<file path="src/rtl/xor_frame_accum.sv">
// Purpose: XOR-folds a WIDTH-bit word stream, framed by in_last, into one checksum word per frame; optional macro XOR_ACCUM_PARITY_EN adds out_parity.
// Latency: last word accepted on edge N -> out_valid high from edge N (visible cycle N+1); min one HOLD cycle between frames.
// Backpressure: in_ready drops while a result is held; the result stays stable until out_valid & out_ready.
module xor_frame_accum #(
    parameter int WIDTH   = 8,
    parameter int MAX_LEN = 16,
    localparam int CNT_W  = $clog2(MAX_LEN + 1)
) (
    input  logic             clk,
    input  logic             rst_n,
    input  logic             in_valid,
    output logic             in_ready,
    input  logic [WIDTH-1:0] in_data,
    input  logic             in_last,
    output logic             out_valid,
    input  logic             out_ready,
    output logic [WIDTH-1:0] out_data,
    output logic [CNT_W-1:0] out_count,
    output logic             out_ovf
`ifdef XOR_ACCUM_PARITY_EN
    ,
    output logic             out_parity
`endif
);

    localparam logic [1:0] IDLE  = 2'd0;
    localparam logic [1:0] ACCUM = 2'd1;
    localparam logic [1:0] HOLD  = 2'd2;

    logic [1:0]       state;
    logic [WIDTH-1:0] acc;
    logic [CNT_W-1:0] cnt;
    logic             ovf;
    logic             acc_fire;
    logic             out_fire;

    // Ready/valid are pure decodes of the registered state: no out_ready -> in_ready path.
    assign in_ready  = (state != HOLD);
    assign out_valid = (state == HOLD);
    assign acc_fire  = in_valid & in_ready;
    assign out_fire  = out_valid & out_ready;

    // Outputs expose the live registers; they only carry meaning while out_valid is high.
    assign out_data  = acc;
    assign out_count = cnt;
    assign out_ovf   = ovf;

`ifdef XOR_ACCUM_PARITY_EN
    // Parity of the held checksum; acc clears on reset so this reads 0 then.
    assign out_parity = ^acc;
`endif

    // Frame FSM: fold accepted words, saturate the beat count, hold the result until taken.
    always_ff @(posedge clk or negedge rst_n) begin
        if (!rst_n) begin
            state <= IDLE;
            acc   <= '0;
            cnt   <= '0;
            ovf   <= 1'b0;
        end else begin
            case (state)
                IDLE: begin
                    if (acc_fire) begin
                        acc   <= in_data;
                        cnt   <= CNT_W'(1);
                        // A first beat can only overflow a zero-length limit.
                        ovf   <= (MAX_LEN == 0);
                        state <= in_last ? HOLD : ACCUM;
                    end
                end
                ACCUM: begin
                    if (acc_fire) begin
                        acc <= acc ^ in_data;
                        // Beyond MAX_LEN the word is still folded in but only flagged, not counted.
                        if (cnt == CNT_W'(MAX_LEN)) begin
                            ovf <= 1'b1;
                        end else begin
                            cnt <= cnt + CNT_W'(1);
                        end
                        if (in_last) begin
                            state <= HOLD;
                        end
                    end
                end
                HOLD: begin
                    if (out_fire) begin
                        state <= IDLE;
                        acc   <= '0;
                        cnt   <= '0;
                        ovf   <= 1'b0;
                    end
                end
                default: begin
                    state <= IDLE;
                    acc   <= '0;
                    cnt   <= '0;
                    ovf   <= 1'b0;
                end
            endcase
        end
    end

endmodule

</file>
<file path="config.mk">
export PLATFORM = sky130hd
export DESIGN_NAME = xor_frame_accum
export DESIGN_NICKNAME = d
export VERILOG_FILES = /design/src/rtl/xor_frame_accum.sv
export SDC_FILE = /design/constraint.sdc
export NUM_CORES = 1
export LEC_CHECK = 0
export ABC_AREA = 1
export BUFFER_PORTS_ARGS = -buffer_cell sky130_fd_sc_hd__buf_2
export CORE_MARGIN = 8
export CORE_UTILIZATION = 45
export CTS_BUF_LIST = sky130_fd_sc_hd__clkbuf_16
export CTS_CLUSTER_DIAMETER = 100
export CTS_CLUSTER_SIZE = 24
export DETAILED_ROUTE_END_ITERATION = 7
export PLACE_DENSITY = 0.71
export SLEW_MARGIN = 5
export SYNTH_ARGS = -nofsm -noshare
export SYNTH_HDL_FRONTEND = slang
export SYNTH_SLANG_ARGS = --single-unit
</file>
<file path="constraint.sdc">
create_clock -name clk -period 1.4 [get_ports clk]
set_clock_uncertainty 0.2 [all_clocks]
set_input_delay 0.07 -clock clk [delete_from_list [all_inputs] [get_ports clk]]
set_output_delay 0.07 -clock clk [all_outputs]
set_load 0.05 [all_outputs]
</file>
==> results.md, run 1 <==
Final layout:
- The combined area of the multi-input logic cells is 601 sq um.
- Leaving out filler cells and counting taps, the final layout contains 216.
- In the final layout, flip-flops and latches occupy 404 sq um.
- In the final design database the tool counted 204 nets.
- The library cell used most frequently in the layout, excluding fill and tap cells, is nand3_1.
- The library cells used most frequently in the layout, excluding fill and tap cells, are nand3_1 (27), buf_2 (26), inv_1 (24).
- Cells with a size suffix above 1 make up 41.0% of the layout.
- Counting the fill cells in the layout gives 174.
- The post-synthesis to final-layout area growth is 51.3%.
- The repair_antennas step left the layout with diodes totalling 0.

Hold path:
- The worst hold path begins at in_data[7].
- Along the worst hold path, the cell count comes to 4.
- The endpoint with the worst hold slack is out_data[7].
- The worst hold path belongs to the class input pin to flop.

Global route:
- The remaining global-route overflow is 0.
- The number of antenna violations at the first check in global routing is 0.
- Global routing used 17.3% of the available met1 tracks.
- The layer flagged by global routing as most heavily used is met2.
- Entering global routing, the biggest net connects 19 pins.
- Global routing used 21.7% of the available met2 tracks.
- The via count of the first global-routing pass came to 1051.
- Across every metal layer, demand over resource in global routing totals 13.6%.
- The global-route wire length before repair is 4690 um.
- The met3 layer usage reported by global route is 4.01%.

Floorplanning:
- The die covers 4130 sq um.
- Measured along the y axis, the die boundary spans 64.3 um.
- In this run the standard cell core region covers 2210 sq um.
- In this run the horizontal extent of the chip is 64.3 um.
- Row generation in the floorplan step produced 17 rows.
- Pin placement for this block handled 29 I/O pins.
- The effective utilization at floorplan is 47.4%.

Status:
- The checks that failed: setup timing.
- The run finished, with violations left.

Routing:
- The first detailed-routing pass ran for 4 iterations.
- For this block, the initial DRC count from the detailed router was 49.
- The remaining routing DRC violations is 0.
- Summed over all layers, the routed wires come to 3200 um.
- The total number of vias is 1119.
- In this run the remaining antenna-violating nets after routing total 0.
- The average via count per standard cell is 5.18.
- The final routed wire length divided by cell count is 14.8 um.

Synthesis:
- The count of unique library cells instantiated by Yosys is 21.
- The synthesis warning total is 0.
- Counting flops and latches in the post-synthesis netlist gives 16.
- Synthesis produced a netlist with a net count of 155.
- The fraction of the yosys area taken by sequential cells is 38.2%.
- The netlist area before placement is 1050 sq um.
- After synthesis, the mean cell area works out to 7.49 sq um.
- Counting every instance in the synthesized netlist gives 140.

Power and ir drop:
- VDD sags by at most 0.00122 V.
- The leakage power total is 0.835 nW.
- The completed layout was analyzed and its total power is 2.37 mW.
- The power density of the placed cells is 1490 nW/um^2.

Timing:
- After layout, the worst path uses 106% of the clock period.
- The number of failing hold endpoints at the final stage is 0.
- The count of final max-slew check failures was 0.
- The final worst-path setup slack is -0.0787 ns.
- Setup repair after global routing could not meet its margin everywhere.
- On the final layout, the worst hold slack is 0.00446 ns.
- For the pin with the worst max-slew slack, the measured transition is 0.368 ns.
- The peak clock frequency supported by timing is 676 MHz.
- The total negative setup slack is -0.583 ns.
- The smallest clock period supported by the final layout is computed as 1.48 ns.
- Setup violations remaining at the end of the flow were counted as 15.
- The worst pin sits at a relative slew slack of 75.5%.

Clock tree:
- CTS built an H-tree with a depth of 1.
- Counting along the longest clock path gives a buffer depth of 2.
- For the worst-skew pair, the clock arrives at the later sink with an insertion delay of 0.24 ns.
- TritonCTS built the clock tree.
- The clock-pin slew on the worst setup and hold paths is 0.05 ns.
- The number of buffers inserted during clock tree synthesis is 3.
- The sink count of the clock tree is 16.
- Clock tree synthesis selected as its root buffer the cell clkbuf_16.

Worst setup path:
- Along the worst path, the maximum fanout reaches 9.
- The startpoint identified for the worst register-to-register timing path is state[1].
- Measured in cells, the most critical reg-to-reg path has a length of 6.
- For the worst setup path, the data required time is 1.33 ns.
- The worst setup path is captured at a flop.
- The launching element type of the critical path is a flop.
- The setup check on the worst reg-to-reg path leaves a slack of -0.08 ns.
- The signal arrival time at the worst endpoint is 1.41 ns.
- The most critical setup path has its startpoint at state[1].
- The kind of critical path is flop to flop.
- The worst reg2reg path endpoint is out_data[4].

Job:
- The number of maximum-capacitance violations is 0.

Placed design:
- The post-placement cell count is 197.
- The routability congestion estimate is 0.761.
- The number of port buffers is 28.
- The post-detailed-placement half-perimeter wirelength is 1870 um.
kinds of logic (layout without fill, tap and decap cells):
kind of cell    count (synthesis)  in the layout  share of synthesized area (%)
fa+ha+maj                       2              2                           2.39
buf+inv                        34             82                           13.5
flops                          16             16                           38.2
compound gates                 20             20                           15.2
simple gates                   68             68                           30.8
registers in the layout, indices dropped and copies added, names as in the netlist:
register,count
out_ovf,1
out_data,8
state,2
out_count,5
synth_stat cells:
master / number / area, sq um
nand2_4: 1 / 11.3
a21oi_1: 1 / 5.00
inv_1: 28 / 105
dfrtp_1: 16 / 400
ha_1: 2 / 25.0
or2_4: 1 / 8.76
nand2_1: 26 / 97.6
nand2_2: 1 / 6.26
nor3_1: 1 / 5.00
o21bai_1: 8 / 60.1
inv_4: 1 / 6.26
a21boi_1: 1 / 7.51
o21ai_2: 9 / 78.8
a21boi_0: 1 / 7.51
nor2_1: 6 / 22.5
buf_2: 3 / 15.0
nand3_1: 29 / 145
nand4_1: 1 / 6.26
nand3_2: 2 / 20.0
buf_6: 1 / 11.3
inv_2: 1 / 3.75
worst max path at each step:
stage / endpoint
after global placement: out_count[2]
after floorplan: out_count[0]
after detailed placement: out_count[2]
after CTS: out_valid
final: out_data[4]
after global routing: out_data[4]
worst max-delay path, cell delays in order, from the launching register on:
cell and delay (ns):
dfrtp_1 0.44, buf_4 0.17, nand3_4 0.14, nand2_8 0.16
clkinv_8 0.08, nand3_1 0.11, o21ai_2 0.06
through the flow:
| step | setup slack [ns] | area (sq um) | utilization, % |
|---|---|---|---|
| 2_1_floorplan | -0.0978 | 1070 | - |
| 3_3_place_gp | 0.0279 | 1270 | 57.2 |
| 3_5_place_dp | 0.00295 | 1270 | 57.2 |
| 4_1_cts | -0.0217 | 1460 | 66.1 |
| 5_1_grt | -0.125 | 1590 | 71.7 |
| 6_report | -0.0787 | 1590 | 71.7 |
power breakdown:
| group | leakage (nW) | internal [mW] | total, mW | switching (mW) |
|---|---|---|---|---|
| clock | 0.0423 | 0.379 | 0.563 | 0.184 |
| sequential | 0.202 | 0.560 | 0.661 | 0.101 |
| combinational | 0.590 | 0.373 | 1.14 | 0.768 |
| total | 0.835 | 1.31 | 2.37 | 1.05 |
layout make-up:
cell class	count	share of cell area [%]
clock buffers	3	4.73
clock inverters	1	0.237
inverters	30	7.89
multi-input cells	90	37.9
flip-flops and latches	16	25.5
well taps	28	2.21
repair buffers	47	21.1
repair inverters	1	0.552
layer usage:
metal / part of all wire [%] / vias up
met3: 5.0 / 8
met2: 52 / 35
li1: - / 550
met5: 0 / -
met4: 1.7 / 0
met1: 41 / 526
timing repair:
action / in CTS / in global routing
gates cloned: 0 / 1
endpoints found under the setup margin: 5 / 17
endpoints found under the hold margin: 25 / 0
hold buffers: 9 / 0
pin swaps: 0 / 4
gates resized for setup: 8 / 19
setup buffers: 1 / 4
No activity file was read; power rests on OpenSTA's default activity.
==> run 2: changes to the inputs <==
--- a/config.mk
+++ b/config.mk
@@ -13,7 +13,8 @@
 export CTS_CLUSTER_DIAMETER = 100
 export CTS_CLUSTER_SIZE = 24
 export DETAILED_ROUTE_END_ITERATION = 7
-export PLACE_DENSITY = 0.71
+export PLACE_DENSITY = 0.68
+export REMOVE_ABC_BUFFERS = 1
 export SLEW_MARGIN = 5
 export SYNTH_ARGS = -nofsm -noshare
 export SYNTH_HDL_FRONTEND = slang
==> constraint.sdc (replaced) <==
create_clock -name clk -period 1.55 [get_ports clk]
set_clock_uncertainty 0.2 [all_clocks]
set_input_delay 0.0775 -clock clk [delete_from_list [all_inputs] [get_ports clk]]
set_output_delay 0.0775 -clock clk [all_outputs]
set_load 0.05 [all_outputs]
==> results.md, run 2 (synthesized netlist as in run 1, its figures left out) <==
Global route:
- The largest net degree at the start of global routing is 19.
- The global-route wire length before repair is 4720 um.
- The via count of the first global-routing pass came to 1067.
- The remaining global-route overflow is 0.
- After global routing, the most crowded layer is met2.
- The met3 layer usage reported by global route is 3.14%.
- The met2 usage is 23.5%.
- For this run, the total global-route usage over all layers was measured as 13.8%.
- In the global route stage, met1 resource usage came out at 16.4%.
- The number of antenna violations at the first check in global routing is 0.

Status:
- The final reports fail on hold timing.
- The run finished, with violations left.

Timing:
- For the pin with the worst max-slew slack, the measured transition is 0.373 ns.
- For the finished layout, the period the worst path requires is 1.48 ns.
- The setup-violating endpoint count in the final report is 0.
- The relative max-transition margin is 75.1%.
- The fraction of the cycle the final worst path needs is 95.8%.
- For this run, the top clock speed supported by timing is 674 MHz.
- Hold timing on the final database bottoms out at a slack of -0.000947 ns.
- The count of final max-slew check failures was 0.
- The final worst-path setup slack is 0.0658 ns.
- After routing, the total negative slack on setup checks comes to 0 ns.
- The number of failing hold endpoints at the final stage is 2.

Worst setup path:
- The data required time of the worst path is 1.27 ns.
- The signal arrival time at the worst endpoint is 1.21 ns.
- Of all nets on the critical path, the largest fanout is 7.
- The launching element type of the critical path is a flop.
- The kind of critical path is flop to primary output.
- The element type at the critical path end is a primary output.

Floorplanning:
- The site row count is 17.
- During I/O placement, the number of pins put on the boundary was 29.
- The vertical extent of the die is 64.3 um.
- The area of the die is 4130 sq um.
- The die boundary width is 64.3 um.
- After floorplanning, the core was sized to cover 2210 sq um.
- Once the floorplan was initialized, standard cells occupied 47.4% of the core.

Routing:
- The routed design has 2760 um of wire.
- The remaining antenna violation count after routing is 0.
- The first TritonRoute pass finished after 4 iterations.
- The average via count per standard cell is 4.99.
- The remaining routing DRC violations is 0.
- The total number of vias is 1047.
- The final routed wire length divided by cell count is 13.2 um.
- The DRC violation total after the first TritonRoute iteration is 26.

Placed design:
- Summed over all nets, the half-perimeter wirelength after detailed placement is 1980 um.
- The routability congestion estimate is 0.876.
- The number of port buffers is 28.
- The minimum setup slack after placement is 0.0447 ns.

Final layout:
- The share of cells above drive strength 1 is 33.0%.
- The number of flip-flops in the largest register is 8.
- The number of antenna diodes is 0.
- The net count of the finished layout is 198.
- The library cell used most frequently in the layout, excluding fill and tap cells, is nand3_1.
- The top cell types in the final layout, fill and taps aside, are nand3_1 (28), inv_1 (27), buf_2 (26).
- From synthesis to final layout, the design area changed by 37.0%.

Clock tree:
- The number of clock buffers added by TritonCTS is 3.
- The deepest level of the CTS H-tree is 1.
- The clock latency reported for the late side of the worst-skew pair is 0.25 ns.
- The clock-pin slew on the worst setup and hold paths is 0.05 ns.
- No sink is reached through more buffers than the 2 on the longest clock path.
- TritonCTS built the clock tree.
- Clock tree synthesis selected as its root buffer the cell clkbuf_16.
- The sink count of the clock tree is 16.

Power and ir drop:
- The power density of the placed cells is 1400 nW/um^2.
- The worst ir drop on vdd is 0.000856 V.
- The leakage power total is 0.787 nW.

Job:
- The number of maximum-capacitance violations is 0.

Hold path:
- The worst hold-check path type is input pin to flop.
run 2: routing by layer:
layer	wire [um]	part of all wire, %	up-vias
met4	44	1.6	0
met2	1430	52	22
met5	0	0	-
met3	114	4.1	5
met1	1180	43	490
li1	-	-	530
run 2: path summary, 6_finish.rpt:
| path | from | endpoint | slack, ns | cells after the start |
|---|---|---|---|---|
| min | in_data[1] | out_data[1] | -0.0009 | 4 |
| min in group asynchronous | rst_n | out_data[7] | 0.08 | 2 |
| max | state[1] | out_valid | 0.07 | 4 |
| max reg2reg | state[1] | out_data[2] | 0.10 | 5 |
| min reg2reg | out_ovf | out_ovf | 0.32 | 2 |
| max in group asynchronous | rst_n | state[1] | 0.79 | 2 |
run 2: cell type report:
| type | instances | area (sq um) |
|---|---|---|
| Fill cell | 204 | 776 |
| Clock inverter | 1 | 3.75 |
| Multi-Input combinational cell | 90 | 529 |
| Inverter | 30 | 118 |
| Clock buffer | 3 | 75.1 |
| Sequential cell | 16 | 402 |
| Tap cell | 28 | 35.0 |
| Timing Repair Buffer | 42 | 274 |
run 2: per-stage QoR:
| step | hold slack (ns) | utilization (%) | total power, mW | area [sq um] | instances |
|---|---|---|---|---|---|
| 2_1_floorplan | -0.418 | - | 1.20 | 1020 | 136 |
| 3_3_place_gp | -0.185 | 55.8 | 1.43 | 1230 | 197 |
| 3_5_place_dp | -0.183 | 55.8 | 1.45 | 1230 | 197 |
| 4_1_cts | 0.00119 | 63.3 | 2.01 | 1400 | 209 |
| 5_1_grt | 0.0139 | 64.9 | 2.13 | 1440 | 210 |
| 6_report | -0.000947 | 64.9 | 2.01 | 1440 | 210 |
run 2: power by group:
group          total (mW)  internal, mW  switching (mW)
Sequential          0.583         0.503          0.0808
Clock               0.524         0.343           0.181
Combinational       0.907         0.270           0.636
Total                2.01          1.12           0.898
run 2: critical path: stages, from the launching register on:
cell	delay, ns
dfrtp_2	0.44
inv_4	0.06
buf_4	0.16
nor2_2	0.09
buf_4	0.20
run 2: repair_timing:
action / 4_1_cts / 5_1_grt
gates cloned: 0 / 0
endpoints found under the setup margin: 2 / 7
buffers inserted: 0 / 1
hold buffers: 8 / 0
endpoints found under the hold margin: 24 / 0
gates resized for setup: 4 / 8
pin swaps: 0 / 0
